<file path="src/rtl/cache_ctrl_nway_if.sv">
// ----------------------------------------------------------------------------
// cache_ctrl_nway_if
//
// Bundles the CPU-side request port, the physical-memory port and the
// data-array steering outputs of cache_ctrl_nway.
//
// Handshake (one rule for both sides):
//   CPU side    : mem_read / mem_write are held, together with mem_address and
//                 mem_byte_enable, until the single-cycle mem_resp pulse; the
//                 request completes in the cycle mem_resp is high.
//   Memory side : pmem_read / pmem_write are held, with a stable pmem_address,
//                 until memory answers with a single-cycle pmem_resp; the
//                 transfer completes in the cycle pmem_resp is high.
//
// Modports:
//   slave  - the controller (drives mem_resp, pmem_*, data_*, hit, state)
//   master - the environment: CPU plus memory (drives mem_*, pmem_resp)
//
// Signals:
//   mem_address, mem_read, mem_write, mem_byte_enable, mem_resp   CPU port
//   pmem_read, pmem_write, pmem_address, pmem_resp                memory port
//   data_way, data_write_en, data_src_mem                         data array
//   hit                                                            tag match
//   state                                                          FSM state
// ----------------------------------------------------------------------------
interface cache_ctrl_nway_if #(
    parameter int S_OFFSET = 5,
    parameter int WAYS     = 4
);
    localparam int W      = $clog2(WAYS);
    localparam int S_LINE = 2 ** S_OFFSET;

    logic [31:0]       mem_address;
    logic              mem_read;
    logic              mem_write;
    logic [S_LINE-1:0] mem_byte_enable;
    logic              mem_resp;

    logic              pmem_read;
    logic              pmem_write;
    logic [31:0]       pmem_address;
    logic              pmem_resp;

    logic [W-1:0]      data_way;
    logic [S_LINE-1:0] data_write_en;
    logic              data_src_mem;

    logic              hit;
    logic [1:0]        state;

    modport slave (
        input  mem_address, mem_read, mem_write, mem_byte_enable, pmem_resp,
        output mem_resp, pmem_read, pmem_write, pmem_address,
        output data_way, data_write_en, data_src_mem, hit, state
    );

    modport master (
        output mem_address, mem_read, mem_write, mem_byte_enable, pmem_resp,
        input  mem_resp, pmem_read, pmem_write, pmem_address,
        input  data_way, data_write_en, data_src_mem, hit, state
    );
endinterface

</file>
<file path="src/rtl/cache_ctrl_nway.sv">
// ----------------------------------------------------------------------------
// cache_ctrl_nway
//
// N-way set-associative, write-back, write-allocate cache controller. Holds
// per-set tags, valid bits, dirty bits and tree pseudo-LRU state, and steers
// an external data array through way select and byte write enables.
//
// Ports:
//   clk  - clock, all state changes on the rising edge
//   rst  - synchronous active-high reset; clears valid/dirty/PLRU, FSM to IDLE
//   bus  - cache_ctrl_nway_if.slave: CPU request port, physical memory port,
//          data-array steering (data_way, data_write_en, data_src_mem), the
//          combinational hit flag and the FSM state (IDLE=0, LOOKUP=1,
//          WRITEBACK=2, FILL=3).
//
// Victim choice on a miss: lowest-index invalid way, otherwise the tree-PLRU
// victim. Only a dirty valid victim is written back before the fill.
// ----------------------------------------------------------------------------
module cache_ctrl_nway #(
    parameter int S_OFFSET = 5,
    parameter int S_INDEX  = 3,
    parameter int WAYS     = 4,
    parameter int S_TAG    = 32 - S_OFFSET - S_INDEX
) (
    input logic               clk,
    input logic               rst,
    cache_ctrl_nway_if.slave  bus
);
    localparam int W      = $clog2(WAYS);
    localparam int SETS   = 2 ** S_INDEX;
    localparam int S_LINE = 2 ** S_OFFSET;

    typedef enum logic [1:0] {
        IDLE      = 2'd0,
        LOOKUP    = 2'd1,
        WRITEBACK = 2'd2,
        FILL      = 2'd3
    } state_t;

    state_t state_q, state_d;
    logic [W-1:0] victim_q, victim_d;

    // Metadata. PLRU tree nodes are numbered 1..WAYS-1 (root = 1, children of
    // node n are 2n and 2n+1); a node bit of 0 points the victim to the lower
    // child, 1 to the upper child.
    logic [S_TAG-1:0] tag_mem [SETS][WAYS];
    logic [WAYS-1:0]  valid_q [SETS];
    logic [WAYS-1:0]  dirty_q [SETS];
    logic [WAYS-1:1]  plru_q  [SETS];

    // Address fields
    logic [S_INDEX-1:0] idx;
    logic [S_TAG-1:0]   tag_in;
    logic               unused_offset;

    assign idx           = bus.mem_address[S_OFFSET+S_INDEX-1:S_OFFSET];
    assign tag_in        = bus.mem_address[31 -: S_TAG];
    assign unused_offset = ^bus.mem_address[S_OFFSET-1:0];

    // Indexed-set views
    logic [WAYS-1:0] valid_cur;
    logic [WAYS-1:0] dirty_cur;
    logic [WAYS-1:1] plru_cur;

    assign valid_cur = valid_q[idx];
    assign dirty_cur = dirty_q[idx];
    assign plru_cur  = plru_q[idx];

    // ------------------------------------------------------------------
    // Tag compare and invalid-way search (lowest index wins)
    // ------------------------------------------------------------------
    logic         hit_any;
    logic [W-1:0] hit_way;
    logic         inv_any;
    logic [W-1:0] inv_way;

    always_comb begin : tag_match
        hit_any = 1'b0;
        hit_way = '0;
        inv_any = 1'b0;
        inv_way = '0;
        for (int i = WAYS - 1; i >= 0; i--) begin
            if (valid_cur[i] && (tag_mem[idx][i] == tag_in)) begin
                hit_any = 1'b1;
                hit_way = W'(i);
            end
            if (!valid_cur[i]) begin
                inv_any = 1'b1;
                inv_way = W'(i);
            end
        end
    end

    // ------------------------------------------------------------------
    // PLRU victim: walk from the root following the node bits. The inner
    // loop selects the current node's bit without a variable-width index.
    // ------------------------------------------------------------------
    logic [W-1:0] plru_way;

    always_comb begin : plru_victim
        int   node;
        logic b;
        node = 1;
        b    = 1'b0;
        for (int l = 0; l < W; l++) begin
            b = 1'b0;
            for (int n = 1; n < WAYS; n++) begin
                if (node == n) b = plru_cur[n];
            end
            node = 2 * node + int'(b);
        end
        plru_way = W'(node - WAYS);
    end

    // ------------------------------------------------------------------
    // PLRU update on a hit: every node on the hit way's path is set to
    // point away from it. The way number's bits, MSB first, are the
    // directions taken from the root.
    // ------------------------------------------------------------------
    logic [WAYS-1:1] plru_upd;

    always_comb begin : plru_update
        int   node;
        logic dir;
        plru_upd = plru_cur;
        node     = 1;
        dir      = 1'b0;
        for (int l = 0; l < W; l++) begin
            dir = hit_way[W-1-l];
            for (int n = 1; n < WAYS; n++) begin
                if (node == n) plru_upd[n] = ~dir;
            end
            node = 2 * node + int'(dir);
        end
    end

    // ------------------------------------------------------------------
    // FSM: state register
    // ------------------------------------------------------------------
    always_ff @(posedge clk) begin
        if (rst) begin
            state_q  <= IDLE;
            victim_q <= '0;
        end else begin
            state_q  <= state_d;
            victim_q <= victim_d;
        end
    end

    // ------------------------------------------------------------------
    // FSM: next state and outputs
    // ------------------------------------------------------------------
    logic lookup_hit;
    logic fill_done;
    logic is_write;

    // A simultaneous read and write request is handled as a write.
    assign is_write = bus.mem_write;

    always_comb begin : fsm_comb
        state_d           = state_q;
        victim_d          = victim_q;
        lookup_hit        = 1'b0;
        fill_done         = 1'b0;
        bus.mem_resp      = 1'b0;
        bus.pmem_read     = 1'b0;
        bus.pmem_write    = 1'b0;
        bus.pmem_address  = '0;
        bus.data_way      = '0;
        bus.data_write_en = '0;
        bus.data_src_mem  = 1'b0;
        bus.hit           = 1'b0;

        case (state_q)
            IDLE: begin
                if (bus.mem_read || bus.mem_write) state_d = LOOKUP;
            end

            LOOKUP: begin
                bus.hit = hit_any;
                if (hit_any) begin
                    lookup_hit   = 1'b1;
                    bus.mem_resp = 1'b1;
                    bus.data_way = hit_way;
                    if (is_write) bus.data_write_en = bus.mem_byte_enable;
                    state_d = IDLE;
                end else begin
                    victim_d = inv_any ? inv_way : plru_way;
                    if (valid_cur[victim_d] && dirty_cur[victim_d]) state_d = WRITEBACK;
                    else                                             state_d = FILL;
                end
            end

            WRITEBACK: begin
                bus.pmem_write   = 1'b1;
                bus.pmem_address = {tag_mem[idx][victim_q], idx, {S_OFFSET{1'b0}}};
                bus.data_way     = victim_q;
                if (bus.pmem_resp) state_d = FILL;
            end

            FILL: begin
                bus.pmem_read    = 1'b1;
                bus.pmem_address = {tag_in, idx, {S_OFFSET{1'b0}}};
                bus.data_way     = victim_q;
                bus.data_src_mem = 1'b1;
                if (bus.pmem_resp) begin
                    fill_done         = 1'b1;
                    bus.data_write_en = {S_LINE{1'b1}};
                    // Return to LOOKUP so the request completes as an ordinary hit.
                    state_d = LOOKUP;
                end
            end

            default: state_d = IDLE;
        endcase
    end

    assign bus.state = state_q;

    // ------------------------------------------------------------------
    // Metadata: valid, dirty, PLRU (reset) -- only the indexed set changes
    // ------------------------------------------------------------------
    always_ff @(posedge clk) begin
        if (rst) begin
            for (int s = 0; s < SETS; s++) begin
                valid_q[s] <= '0;
                dirty_q[s] <= '0;
                plru_q[s]  <= '0;
            end
        end else begin
            if (lookup_hit) begin
                plru_q[idx] <= plru_upd;
                if (is_write) dirty_q[idx][hit_way] <= 1'b1;
            end
            if (fill_done) begin
                valid_q[idx][victim_q] <= 1'b1;
                dirty_q[idx][victim_q] <= 1'b0;
            end
        end
    end

    // Tags carry no reset: a tag is only meaningful while its valid bit is set.
    always_ff @(posedge clk) begin
        if (fill_done) tag_mem[idx][victim_q] <= tag_in;
    end

endmodule

</file>
<file path="src/flat_wrapper.sv">
// flat-port wrapper written by rule: the top's interface ports become plain ports
module cache_ctrl_nway_flat 
#(
    parameter int S_OFFSET = 5,
    parameter int S_INDEX  = 3,
    parameter int WAYS     = 4,
    parameter int S_TAG    = 32 - S_OFFSET - S_INDEX
)
  (clk, rst, bus_mem_address, bus_mem_read, bus_mem_write, bus_mem_byte_enable, bus_pmem_resp, bus_mem_resp, bus_pmem_read, bus_pmem_write, bus_pmem_address, bus_data_way, bus_data_write_en, bus_data_src_mem, bus_hit, bus_state);
  cache_ctrl_nway_if #(.S_OFFSET(S_OFFSET), .WAYS(WAYS)) bus_i ();
  input logic clk;
  input logic rst;
  input wire logic [$bits(bus_i.mem_address)-1:0] bus_mem_address;
  input wire logic [$bits(bus_i.mem_read)-1:0] bus_mem_read;
  input wire logic [$bits(bus_i.mem_write)-1:0] bus_mem_write;
  input wire logic [$bits(bus_i.mem_byte_enable)-1:0] bus_mem_byte_enable;
  input wire logic [$bits(bus_i.pmem_resp)-1:0] bus_pmem_resp;
  output wire logic [$bits(bus_i.mem_resp)-1:0] bus_mem_resp;
  output wire logic [$bits(bus_i.pmem_read)-1:0] bus_pmem_read;
  output wire logic [$bits(bus_i.pmem_write)-1:0] bus_pmem_write;
  output wire logic [$bits(bus_i.pmem_address)-1:0] bus_pmem_address;
  output wire logic [$bits(bus_i.data_way)-1:0] bus_data_way;
  output wire logic [$bits(bus_i.data_write_en)-1:0] bus_data_write_en;
  output wire logic [$bits(bus_i.data_src_mem)-1:0] bus_data_src_mem;
  output wire logic [$bits(bus_i.hit)-1:0] bus_hit;
  output wire logic [$bits(bus_i.state)-1:0] bus_state;
  assign bus_i.mem_address = bus_mem_address;
  assign bus_i.mem_read = bus_mem_read;
  assign bus_i.mem_write = bus_mem_write;
  assign bus_i.mem_byte_enable = bus_mem_byte_enable;
  assign bus_i.pmem_resp = bus_pmem_resp;
  assign bus_mem_resp = bus_i.mem_resp;
  assign bus_pmem_read = bus_i.pmem_read;
  assign bus_pmem_write = bus_i.pmem_write;
  assign bus_pmem_address = bus_i.pmem_address;
  assign bus_data_way = bus_i.data_way;
  assign bus_data_write_en = bus_i.data_write_en;
  assign bus_data_src_mem = bus_i.data_src_mem;
  assign bus_hit = bus_i.hit;
  assign bus_state = bus_i.state;
  cache_ctrl_nway #(.S_OFFSET(S_OFFSET), .S_INDEX(S_INDEX), .WAYS(WAYS), .S_TAG(S_TAG)) u_core (.clk(clk), .rst(rst), .bus(bus_i));
endmodule
</file>
<file path="config.mk">
export PLATFORM = sky130hd
export DESIGN_NAME = cache_ctrl_nway_flat
export DESIGN_NICKNAME = d
export VERILOG_FILES = /design/src/rtl/cache_ctrl_nway_if.sv /design/src/rtl/cache_ctrl_nway.sv /design/src/flat_wrapper.sv
export SDC_FILE = /design/constraint.sdc
export NUM_CORES = 1
export LEC_CHECK = 0
export BUFFER_PORTS_ARGS = -buffer_cell sky130_fd_sc_hd__buf_2
export CORE_MARGIN = 5
export CORE_UTILIZATION = 65
export CTS_BUF_LIST = sky130_fd_sc_hd__clkbuf_2 sky130_fd_sc_hd__clkbuf_4 sky130_fd_sc_hd__clkbuf_8
export DETAILED_ROUTE_END_ITERATION = 10
export GPL_ROUTABILITY_DRIVEN = 0
export GPL_TIMING_DRIVEN = 1
export PLACE_DENSITY_LB_ADDON = 0.15
export SYNTH_ARGS = -nofsm -noshare
export SYNTH_HDL_FRONTEND = slang
export SYNTH_SLANG_ARGS = --single-unit
</file>
<file path="constraint.sdc">
create_clock -name clk -period 13.8 [get_ports clk]
set_input_delay 2.76 -clock clk [delete_from_list [all_inputs] [get_ports clk]]
set_output_delay 2.76 -clock clk [all_outputs]
set_load 0.005 [all_outputs]
</file>
==> results.toml <==
[setup_path]
worstPathRequired_ns = 11.04
slowest_stage = "nor2b_2"
crit_path_max_fanout = 38
timing.critical_path.cells = "buf_4 -> buf_4 -> nor2b_2 -> buf_4 -> a22oi_1 -> a21oi_1 -> o211ai_1 -> nor4_1 -> nand4_2 -> and2_4 -> a21oi_4 -> a21o_1 -> buf_2"
critPathArrivalTime_ns = 7.87
path_common_cell = "buf_4"
path_delay_family = "simple AND/OR/NAND/NOR gates"
critPathKind = "input port to primary output"
start_kind = "input port"
crit_path_end_kind = "primary output"
max_stage_delay_ns = 0.71
path_buf_inv = 4

[job]
maxCapViolCount = 0

[synth]
yosys_warnings = 0
ys_ff_latch = 860
avgSynthCellArea_um2 = 16.4
synthXorXnorAreaFrac = 0.0169
async_reset_ff_frac = 0
synthDistinctLibCells = 82
synthFlopType = "edfxtp_1"
seq_area_frac_synth = 0.703
synth.area.mux_share = 0.134
netlist_top_cells_area = "edfxtp_1, mux4_2, mux2i_1"
syn_inst = 2215
synthesis.area_mm2 = 0.0362
synth-compound-area-share = 0.0690
synth_top_area_share = 0.683
synth_area_leader_cell = "edfxtp_1"
synth_fa_ha_area_frac = 0.00173
synth-edff-count = 824
yosys.area_share.simple = 0.0506
synth_top_family_by_area = "multiplexers"

[cts]
clock-sinks = 860
path_clk_slew_ns = 0.06
cts_inserted_buffers = 138
ctsHoldBuffers = 0
insertion_delay_ns = 0.80
cts_resized = 0
htreeDepth = 4
cts_tree = "done"
cts_root_buf = "clkbuf_8"
cts_max_path_buffers = 3
postCtsSetupBuffers = 0

[floorplan]
die_h_um = 246
fp-row-count = 86
die-area_mm2 = 0.0605
io_pins = 142
dieWidth_um = 246
core_area_mm2 = 0.0552
start_util = 0.656

[timing]
tns_ns = 0
setup_viol = 0
whs_ns = 0.475
hold_viol_final = 0
tightest_slew_ns = 1.29
rsz0062_at_grt = "false"
clock_skew_ns = 0.0301
slew_violations = 0
fin_crit_sh = 0.770
max-slew-margin-rel = 0.143
fin_crit_ns = 10.63
fmax_mhz = 94.1

[power_and_ir_drop]
power_density_mw_per_mm2 = 135
ir_drop_mv = 0.133
leakage_uw = 0.0140

[hold_path]
hold_class = "register to register"

[layout]
syn2layout_area_growth_pct = 11.4
drive_gt1_frac = 0.277
mostFrequentLayoutCell = "edfxtp_1"
final_util = 0.731
finalNonFillerCells = 3250
n_fill_cell = 3414
final_cell_mix = "edfxtp_1, clkbuf_8, mux2i_1, buf_2, nor2_1"
nets = 2474

[grt]
antenna_found_initial = 4
grt_usage = 0.327
top_usage_layer = "met2"
overflow = 0
grt_pass1_vias = 21900
grt_use_met1 = 0.448
grt_max_degree = 96
grt_use_met2 = 0.502
grt_pass1_wl_um = 143000
gr-usage-met3 = 0.0787

[route]
drt_first_pass_iters = 6
drt_wl_total_um = 98900
drt_iter0_drc = 3051
vias = 22200
drc_errors = 0
wl_per_cell_um = 30.4
post_drt_via_cell_ratio = 6.83
ant_nets = 0

[placed_design]
portBuffers = 131
placed_cells = 3008
hpwl_um = 57600

[status]
status = "completed"
## synthesized netlist by cell type, drive strengths merged, types with 8 or more instances
cell and count:
nor2 161, nor3 43, nand4 16, a221oi 20, mux2i 150, a22o 10, a31o 8, a22oi 35
nand3 15, o22ai 73, nor4 11, nand2 80, a21o 43, edfxtp 824, buf 93, or3 20
o21ai 76, o21a 10, a21oi 26, xor2 26, inv 10, xnor2 44, clkbuf 66, dfxtp 36
mux4 90, mux2 118
## kinds of logic after synthesis
family | after synthesis
buffers and inverters | 172
AOI/OAI and AO/OA | 361
xor gates and xnor gates | 70
DFF | 860
adders and majority gates | 5
other | 1
muxes | 358
and+or+nand+nor | 388
## cell type report
cell class / instances / area, um^2 / share of cell area
repair buffers: 200 / 1200 / 0.0299
multi-input cells: 1187 / 10000 / 0.248
clock buffers: 205 / 2490 / 0.0617
inverters: 13 / 48.8 / 0.00121
diodes: 2 / 5.00 / 0.000124
clock inverters: 35 / 173 / 0.00428
well taps: 748 / 936 / 0.0232
flip-flops and latches: 860 / 25500 / 0.631
## where the power goes
| part | switching [uW] | internal (uW) |
|---|---|---|
| Combinational | 304 | 157 |
| Sequential | 4.92 | 2870 |
| Clock | 979 | 1150 |
| Total | 1290 | 4170 |
## path summary, 6_finish.rpt
| path | start | end | slack [ns] | cells after the start |
|---|---|---|---|---|
| worst min register to register | u_core.valid_q[5][1]$_DFF_P_ | u_core.valid_q[5][1]$_DFF_P_ | 0.47 | 2 |
| worst min-delay path | u_core.valid_q[5][1]$_DFF_P_ | u_core.valid_q[5][1]$_DFF_P_ | 0.47 | 2 |
| worst max register to register | u_core.bus.state[1]$_SDFFE_PP0P_ | u_core.tag_mem[1][30]$_DFFE_PP_ | 9.46 | 5 |
| worst max-delay path | bus_mem_address[5] | bus_data_write_en[0] | 3.17 | 13 |
## stage by stage
step | total power, uW | setup WS (ns) | cell area, um^2
5_1_grt | 5620 | 3.00 | 40300
4_1_cts | 5460 | 3.31 | 40300
3_3_place_gp | 3360 | 3.42 | 37700
3_5_place_dp | 3380 | 3.31 | 37700
6_report | 5460 | 3.17 | 40300
2_1_floorplan | 3190 | 5.52 | 36200
## tightest hold or removal path, stage by stage, from the launching register on
cell,delay (ns)
dfxtp_1,0.33
nor2_1,0.05
nor2_1,0.07
## registers in the layout (all words and copies together) (netlist names)
signal	count
u_core.tag_mem	768
u_core.dirty_q	32
u_core.valid_q	32
u_core.plru_q	24
u_core.bus.state	2
u_core.victim_q	2
## routing by layer
metal	wire [um]	vias to the layer above
li1	-	9129
met1	36600	11200
met2	45800	1550
met3	11300	295
met4	5080	4
met5	25	-
Power figures use the tool's default switching activity.
